$ cat config.mk
export PLATFORM = sky130hd
export DESIGN_NAME = dmem_arbiter
export DESIGN_NICKNAME = d
export VERILOG_FILES = /design/src/rtl/dmem_arbiter.sv
export SDC_FILE = /design/constraint.sdc
export NUM_CORES = 1
export LEC_CHECK = 0
export CORE_UTILIZATION = 39
export DETAILED_ROUTE_END_ITERATION = 6
export PLACE_DENSITY = 0.81
export SLEW_MARGIN = 40
export SYNTH_ARGS = -nofsm -noshare
export SYNTH_HDL_FRONTEND = slang
export SYNTH_SLANG_ARGS = --single-unit
$ cat constraint.sdc
create_clock -name clk -period 2.3 [get_ports clk]
set_clock_uncertainty 0.1 [all_clocks]
set_input_delay 0.23 -clock clk [delete_from_list [all_inputs] [get_ports clk]]
set_output_delay 0.23 -clock clk [all_outputs]
set_load 0.02 [all_outputs]
$ cat src/rtl/dmem_arbiter.sv
// Two-port data-memory arbiter and access sequencer.
// Port 0 is the CPU load/store path and port 1 is the program/debug loader.
// The block grants the single memory port to one requester at a time, using
// round-robin on conflict. Each access runs over LAT memory cycles and is
// followed by a one-cycle done pulse that carries the load data.
module dmem_arbiter #(
  parameter int unsigned DW  = 32,
  parameter int unsigned AW  = 32,
  parameter int unsigned LAT = 1
) (
  input  logic          clk,
  input  logic          rst,

  input  logic          r0_req_i,
  input  logic          r0_we_i,
  input  logic [AW-1:0] r0_addr_i,
  input  logic [DW-1:0] r0_wdata_i,
  input  logic [1:0]    r0_type_i,
  input  logic          r0_sign_i,
  output logic          r0_gnt_o,
  output logic          r0_done_o,
  output logic [DW-1:0] r0_rdata_o,

  input  logic          r1_req_i,
  input  logic          r1_we_i,
  input  logic [AW-1:0] r1_addr_i,
  input  logic [DW-1:0] r1_wdata_i,
  input  logic [1:0]    r1_type_i,
  input  logic          r1_sign_i,
  output logic          r1_gnt_o,
  output logic          r1_done_o,
  output logic [DW-1:0] r1_rdata_o,

  output logic          mem_we_o,
  output logic [AW-1:0] mem_addr_o,
  output logic [DW-1:0] mem_wdata_o,
  output logic [1:0]    mem_type_o,
  output logic          mem_sign_o,
  input  logic [DW-1:0] mem_rdata_i,

  output logic          cpu_stall_o,
  output logic          busy_o
);

  // Counter preload: LAT-1 gives exactly LAT cycles in ACCESS.
  localparam logic [2:0] LAT_M1 = 3'(LAT - 1);

  typedef enum logic [1:0] {
    IDLE,
    ACCESS,
    DONE
  } state_t;

  state_t          state_q;
  state_t          state_d;

  logic [2:0]      cnt_q;
  logic            win_q;
  logic            last_q;
  logic [DW-1:0]   rdata_q;

  logic            hold_we_q;
  logic [AW-1:0]   hold_addr_q;
  logic [DW-1:0]   hold_wdata_q;
  logic [1:0]      hold_type_q;
  logic            hold_sign_q;

  logic            any_req;
  logic            pick;
  logic            accept;
  logic            in_access;
  logic            in_done;

  // Winner selection: a lone requester wins; on conflict the port that was
  // not served last wins.
  always_comb begin
    any_req = r0_req_i | r1_req_i;
    if (r0_req_i && r1_req_i) begin
      pick = ~last_q;
    end else begin
      pick = r1_req_i;
    end
  end

  // A request is accepted only from IDLE; rst gating keeps the grant low
  // while reset is asserted.
  always_comb begin
    accept    = rst && (state_q == IDLE) && any_req;
    in_access = (state_q == ACCESS);
    in_done   = (state_q == DONE);
  end

  // State register.
  always_ff @(posedge clk or negedge rst) begin
    if (!rst) begin
      state_q <= IDLE;
    end else begin
      state_q <= state_d;
    end
  end

  // Next-state logic.
  always_comb begin
    state_d = state_q;
    case (state_q)
      IDLE: begin
        if (accept) begin
          state_d = ACCESS;
        end
      end
      ACCESS: begin
        if (cnt_q == 3'd0) begin
          state_d = DONE;
        end
      end
      DONE: begin
        state_d = IDLE;
      end
      default: begin
        state_d = IDLE;
      end
    endcase
  end

  // Transaction capture, latency counter, read data and last-served pointer.
  always_ff @(posedge clk or negedge rst) begin
    if (!rst) begin
      cnt_q        <= '0;
      win_q        <= 1'b0;
      last_q       <= 1'b1;
      rdata_q      <= '0;
      hold_we_q    <= 1'b0;
      hold_addr_q  <= '0;
      hold_wdata_q <= '0;
      hold_type_q  <= '0;
      hold_sign_q  <= 1'b0;
    end else begin
      if (accept) begin
        win_q <= pick;
        cnt_q <= LAT_M1;
        if (pick) begin
          hold_we_q    <= r1_we_i;
          hold_addr_q  <= r1_addr_i;
          hold_wdata_q <= r1_wdata_i;
          hold_type_q  <= r1_type_i;
          hold_sign_q  <= r1_sign_i;
        end else begin
          hold_we_q    <= r0_we_i;
          hold_addr_q  <= r0_addr_i;
          hold_wdata_q <= r0_wdata_i;
          hold_type_q  <= r0_type_i;
          hold_sign_q  <= r0_sign_i;
        end
      end else if (in_access) begin
        if (cnt_q == 3'd0) begin
          rdata_q <= hold_we_q ? '0 : mem_rdata_i;
        end else begin
          cnt_q <= cnt_q - 3'd1;
        end
      end else if (in_done) begin
        last_q <= win_q;
      end
    end
  end

  // Memory port: driven only in ACCESS; the write strobe is limited to the
  // first ACCESS cycle, recognised by the counter still holding its preload.
  always_comb begin
    mem_we_o    = 1'b0;
    mem_addr_o  = '0;
    mem_wdata_o = '0;
    mem_type_o  = '0;
    mem_sign_o  = 1'b0;
    if (in_access) begin
      mem_we_o    = hold_we_q && (cnt_q == LAT_M1);
      mem_addr_o  = hold_addr_q;
      mem_wdata_o = hold_wdata_q;
      mem_type_o  = hold_type_q;
      mem_sign_o  = hold_sign_q;
    end
  end

  // Requester handshake outputs, CPU stall and busy flag.
  always_comb begin
    r0_gnt_o    = accept && !pick;
    r1_gnt_o    = accept && pick;
    r0_done_o   = in_done && !win_q;
    r1_done_o   = in_done && win_q;
    r0_rdata_o  = r0_done_o ? rdata_q : '0;
    r1_rdata_o  = r1_done_o ? rdata_q : '0;
    cpu_stall_o = r0_req_i && !r0_done_o;
    busy_o      = (state_q != IDLE);
  end

endmodule

Word level (Yosys, flattened, before mapping)
Index checks and enable logic that the tools add are counted.
- flip-flop bits (word level): 107
- bits of input ports: 172
- output and inout bits: 138
- logic and storage cells: 60
- add/sub/neg operators: 1
- eq/ne operators: 5
- mux-type cells: 20
- bitwise logic cells: 4
- reductions and logical operators: 20
- operator list (kind ; count):
    $mux W32 ; 7
    $logic_and A1 B1 Y1 ; 9
    $mux W3 ; 3
    $mux W2 ; 4
    $reduce_and A3 Y1 ; 2
    $mux W1 ; 5
    $ne A2 B2 Y1 const B ; 2
    $pmux W2 S2 ; 1
    $reduce_and A2 Y1 ; 2
    $reduce_bool A2 Y1 ; 2
    $logic_not A1 Y1 ; 3
    $logic_not A3 Y1 ; 1
    $not A1 Y1 ; 3
    $sub A3 B1 Y3 const B ; 1
    $eq A2 B1 Y1 const B ; 1
    $eq A2 B2 Y1 const B ; 1
    $logic_not A2 Y1 ; 1
    $ne A2 B1 Y1 const B ; 1
    $or A1 B1 Y1 ; 1

Depth between registers and ports, before layout
- word-level depth: 5
- mapped depth: 7
- mapped depth without buffers: 5

Worst setup path after synthesis
Ideal clock, no wire load.
- path type: register to output
- start: reg state_q[0]
- end: out r0_rdata_o[22]
- arrival: 1.458 ns
- slack: 0.512 ns
- stages on the path, launching flop included: 5
- path buffers: 1
- cells stage by stage: dfrtp_1 > nand2b_1 > nor2_1 > clkbuf_1 > and2_1
- longest elaborated chain between the ends: 3
- RTL lines (item ; line ; text):
    start, declared ; 54 ; state_t state_q;
    start signal, assigned ; 98 ; state_q <= state_d;
    $eq A2 B2 Y1 ; 90 ; in_done = (state_q == DONE);
    $logic_and A1 B1 Y1 ; 187 ; r0_done_o = in_done && !win_q;
    named net r0_done_o ; 21 ; output logic r0_done_o,
    $mux W32 ; 189 ; r0_rdata_o = r0_done_o ? rdata_q : '0;
    end, declared ; 22 ; output logic [DW-1:0] r0_rdata_o,
The timed path passes the listed nets, and every way through them passes these cells.

Worst setup path after layout
- start: reg state_q[0]
- end: out r0_gnt_o
- longest elaborated chain between the ends: 4
- RTL lines (item ; line ; text):
    $logic_not A2 Y1 ; 88 ; accept = rst && (state_q == IDLE) && any_req;
    $logic_and A1 B1 Y1 (2 in a row) ; 88 ;
    $logic_and A1 B1 Y1 ; 185 ; r0_gnt_o = accept && !pick;
    end, declared ; 20 ; output logic r0_gnt_o,
No other way between the ends.

==> out/results.txt <==
The flow ran to the end, and the final reports show no timing, DRC or antenna violations. The area growth from synthesis to layout is 61.1%, and the die width is 123 µm. Of all nets on the critical path, the largest fanout is 7. The max-slew violation total from the final report is 0, and the post-route minimum period is 2.23 ns.

The most numerous cell in the Yosys netlist is sky130_fd_sc_hd__nand2_1. The average vias per placed instance was 5.19. The routed design has 19300 µm of wire. The tightest min-delay check is of the in -> reg type. For this design, the sink count on the clock tree is 107. Ranked by total cell area, the synthesized netlist is headed by sky130_fd_sc_hd__dfrtp_1 47%, sky130_fd_sc_hd__and2_1 14%, sky130_fd_sc_hd__a221o_1 12%, sky130_fd_sc_hd__nand2_1 8.8%, sky130_fd_sc_hd__nor3_1 6.0%. The tools report the sum of net half-perimeters after detailed placement as 13300 µm. By count the netlist is led by 133 x sky130_fd_sc_hd__nand2_1, 131 x sky130_fd_sc_hd__and2_1, 106 x sky130_fd_sc_hd__dfrtp_1, 68 x sky130_fd_sc_hd__a221o_1, 68 x sky130_fd_sc_hd__nor3_1. The initial standard-cell utilization of the core is 0.404. The overall power consumption is 9.53 mW, and the number of synthesized flops with an enable pin is 0. The vertical extent of the die is 123 µm, and the area share of the largest cell type after synthesis is 0.468.

Clock-pin slew was measured on the worst setup and hold paths at 0.06 ns. After synthesis, the mean cell area works out to 8.88 µm². The cell count after synthesis came out at 639.

The tools report the global-route usage over all layers as 0.259. Setup violations remaining at the end of the flow were counted as 0. At the pin with the least slew margin, the transition time is 0.810 ns. In this run the remaining antenna-violating nets after routing total 0. By startpoint and endpoint, the worst setup path is classified as reg -> out. For this run, the detailed router's first-pass iteration total came to 4. Synthesis produced a netlist with a net count of 813. Data on the critical path arrives at its endpoint at 1.90 ns. The part of the cycle the worst path needs was 0.970; the setup TNS after final layout was 0 ns. Summing all non-filler instances in the final layout gives an area of 9140 µm².

For this run, design rule violations remaining after detail routing come to 0. Based on the critical path, the design can be clocked at up to 448 MHz. After synthesis, the netlist uses 29 different library cells. 310 I/O pins were placed.

The logs give 71 for the maximum number of pins on one net before global-route repair and 0 for the max-capacitance violation count. Setup repair after global routing left no endpoint under its margin. TritonCTS built the clock tree.

The synthesized netlist occupies a cell area of 5670 µm². In this run the cell area measured after placement is 8960 µm². The H-tree was split into 3 levels. Timing analysis after detailed placement gives a worst setup slack of 0.136 ns.

Summed over all cells, the static leakage comes to 4.48 nW. The floorplan step defined a die boundary enclosing 15000 µm². The first global-routing pass estimated 29900 µm of wire. Summing over every cut layer, the via total after detailed routing is 5711. The global placer's final weighted congestion is 0.850, and the wire length per cell after detailed routing is 17.5 µm. Dividing total power by cell area gives a power density of 1040 nW/µm². The Yosys step of the flow raised 0 warnings. The tree is rooted in a sky130_fd_sc_hd__clkbuf_16. For the insertion delay of the later-clocked pin in the worst-skew pair, the log shows 0.34 ns. Global routing finished with a remaining overflow of 0. Primary flip-flop cell chosen by synthesis mapping: sky130_fd_sc_hd__dfrtp_1. The via count of the first global-routing pass is 5475. The clock passes through at most 2 buffers. After layout, the worst setup slack is 0.0692 ns.

STA puts the critical path data required time at 1.97 ns. The fill cell instance count of the final layout is 1196. The worst slew margin relative to its limit came out at 0.460.

The initial DRC count was 329. Kind of start point of the critical path: a register. The sequential cell area fraction in the yosys report was 0.472; the number of placement rows was 43. The share of flip-flops with an asynchronous set or reset after synthesis works out to 1.00. The run gives 1088 as the number of nets at the end of the flow. The share of final-layout standard cells stronger than drive strength 1 came out at 0.0446. The number of hold violations in the final report was 0; the post-synthesis sequential element count was 107. The floorplan step defined a core boundary enclosing 14000 µm².

The count of input and output buffers works out to 309. Counting the buffers created by CTS gives 9. The highest ir drop seen on vdd came out at 0.000485 V.

The worst setup path is captured at a primary output. The initial antenna violation count is 1. sky130_fd_sc_hd__dfrtp_1 takes more of the synthesized area than any other cell.
[cell families after synthesis]
logic type	Yosys count	share of synthesized area
simple gates	352	0.315
compound gates	110	0.158
flops	107	0.472
buf+inv	68	0.0501
fa+ha+maj	2	0.00441
[placed cells by master, fill, tap and decap left out, types with 2 or more instances in the layout]
cell                                n
sky130_fd_sc_hd__clkdlybuf4s50_1  170
sky130_fd_sc_hd__nand2_1          133
sky130_fd_sc_hd__and2_1           131
sky130_fd_sc_hd__dlygate4sd2_1    130
sky130_fd_sc_hd__dfrtp_1          106
sky130_fd_sc_hd__nor3_1            68
sky130_fd_sc_hd__a221o_1           68
sky130_fd_sc_hd__o21ai_0           34
sky130_fd_sc_hd__clkbuf_16          9
sky130_fd_sc_hd__buf_4              9
sky130_fd_sc_hd__buf_12             7
sky130_fd_sc_hd__inv_1              6
sky130_fd_sc_hd__clkdlybuf4s15_1    6
sky130_fd_sc_hd__nor2_1             4
sky130_fd_sc_hd__a21oi_1            4
sky130_fd_sc_hd__clkbuf_1           4
sky130_fd_sc_hd__nand2b_1           3
sky130_fd_sc_hd__nor2b_4            2
sky130_fd_sc_hd__nor3b_2            2
sky130_fd_sc_hd__nor2b_1            2
sky130_fd_sc_hd__ha_1               2
sky130_fd_sc_hd__bufinv_16          2
[registers in the layout (all words and copies together), names as in the netlist]
signal	cells
hold_we_q	1
last_q	1
hold_wdata_q	32
hold_addr_q	32
state_q	2
win_q	1
hold_type_q	2
rdata_q	32
cnt_q	3
hold_sign_q	1
[per-stage QoR]
stage	utilization	instances	hold WS (ns)
2_1_floorplan	-	639	-0.166
3_3_place_gp	0.638	1082	0.234
3_5_place_dp	0.638	1082	0.248
4_1_cts	0.650	1099	0.289
5_1_grt	0.651	1099	0.321
6_report	0.651	1100	0.300
[final cells by class]
cell class	count	area, µm²	share of cell area
Clock buffer	14	254	0.0278
Timing Repair Buffer	326	3150	0.344
Multi-Input combinational cell	464	2750	0.301
Antenna cell	1	2.50	0.000274
Inverter	6	22.5	0.00246
Sequential cell	107	2680	0.293
Tap cell	180	225	0.0246
Clock inverter	2	60.1	0.00657
[layer usage]
| metal | up-vias | global-route usage | share of wire |
|---|---|---|---|
| met5 | - | 0 | 0 |
| met4 | 0 | 0.0854 | 0.023 |
| met3 | 23 | 0.0678 | 0.069 |
| met2 | 212 | 0.433 | 0.51 |
| met1 | 2723 | 0.325 | 0.40 |
| li1 | 2753 | - | - |
[power by group]
part	switching (mW)	leakage, nW	internal [mW]	total [mW]
Combinational	2.56	2.99	2.03	4.59
Clock	0.677	0.151	0.988	1.66
Sequential	0.529	1.34	2.75	3.28
Total	3.76	4.48	5.77	9.53
[timing repair]
| action | 4_1_cts | 5_1_grt |
|---|---|---|
| setup buffers | 0 | 0 |
| setup endpoints to repair | 137 | 7 |
| gates resized for setup | 138 | 7 |
| hold buffers | 1 | 0 |
| endpoints found under the hold margin | 106 | 0 |
| gates cloned | 0 | 0 |
[worst max-delay path, cell delays in order (launching register included)]
cell,delay [ns]
sky130_fd_sc_hd__dfrtp_1,0.46
sky130_fd_sc_hd__or3b_2,0.49
sky130_fd_sc_hd__nor3b_2,0.22
sky130_fd_sc_hd__dlygate4sd2_1,0.39
[worst paths after layout]
path	slack (ns)	to	from	cells after the start
worst min-delay path	0.30	win_q$_DFFE_PN0P_	r0_req_i	3
worst max-delay path	0.07	r0_gnt_o	state_q[0]$_DFFE_PN0P_	3
min in group asynchronous	0.48	rdata_q[9]$_DFFE_PN0P_	rst	3
max in group asynchronous	1.13	hold_we_q$_DFFE_PN0P_	rst	3
worst min register to register	0.40	rdata_q[19]$_DFFE_PN0P_	rdata_q[19]$_DFFE_PN0P_	2
worst max register to register	0.21	hold_wdata_q[28]$_DFFE_PN0P_	state_q[0]$_DFFE_PN0P_	4
Note: power is estimated with default switching activity, not from simulation.
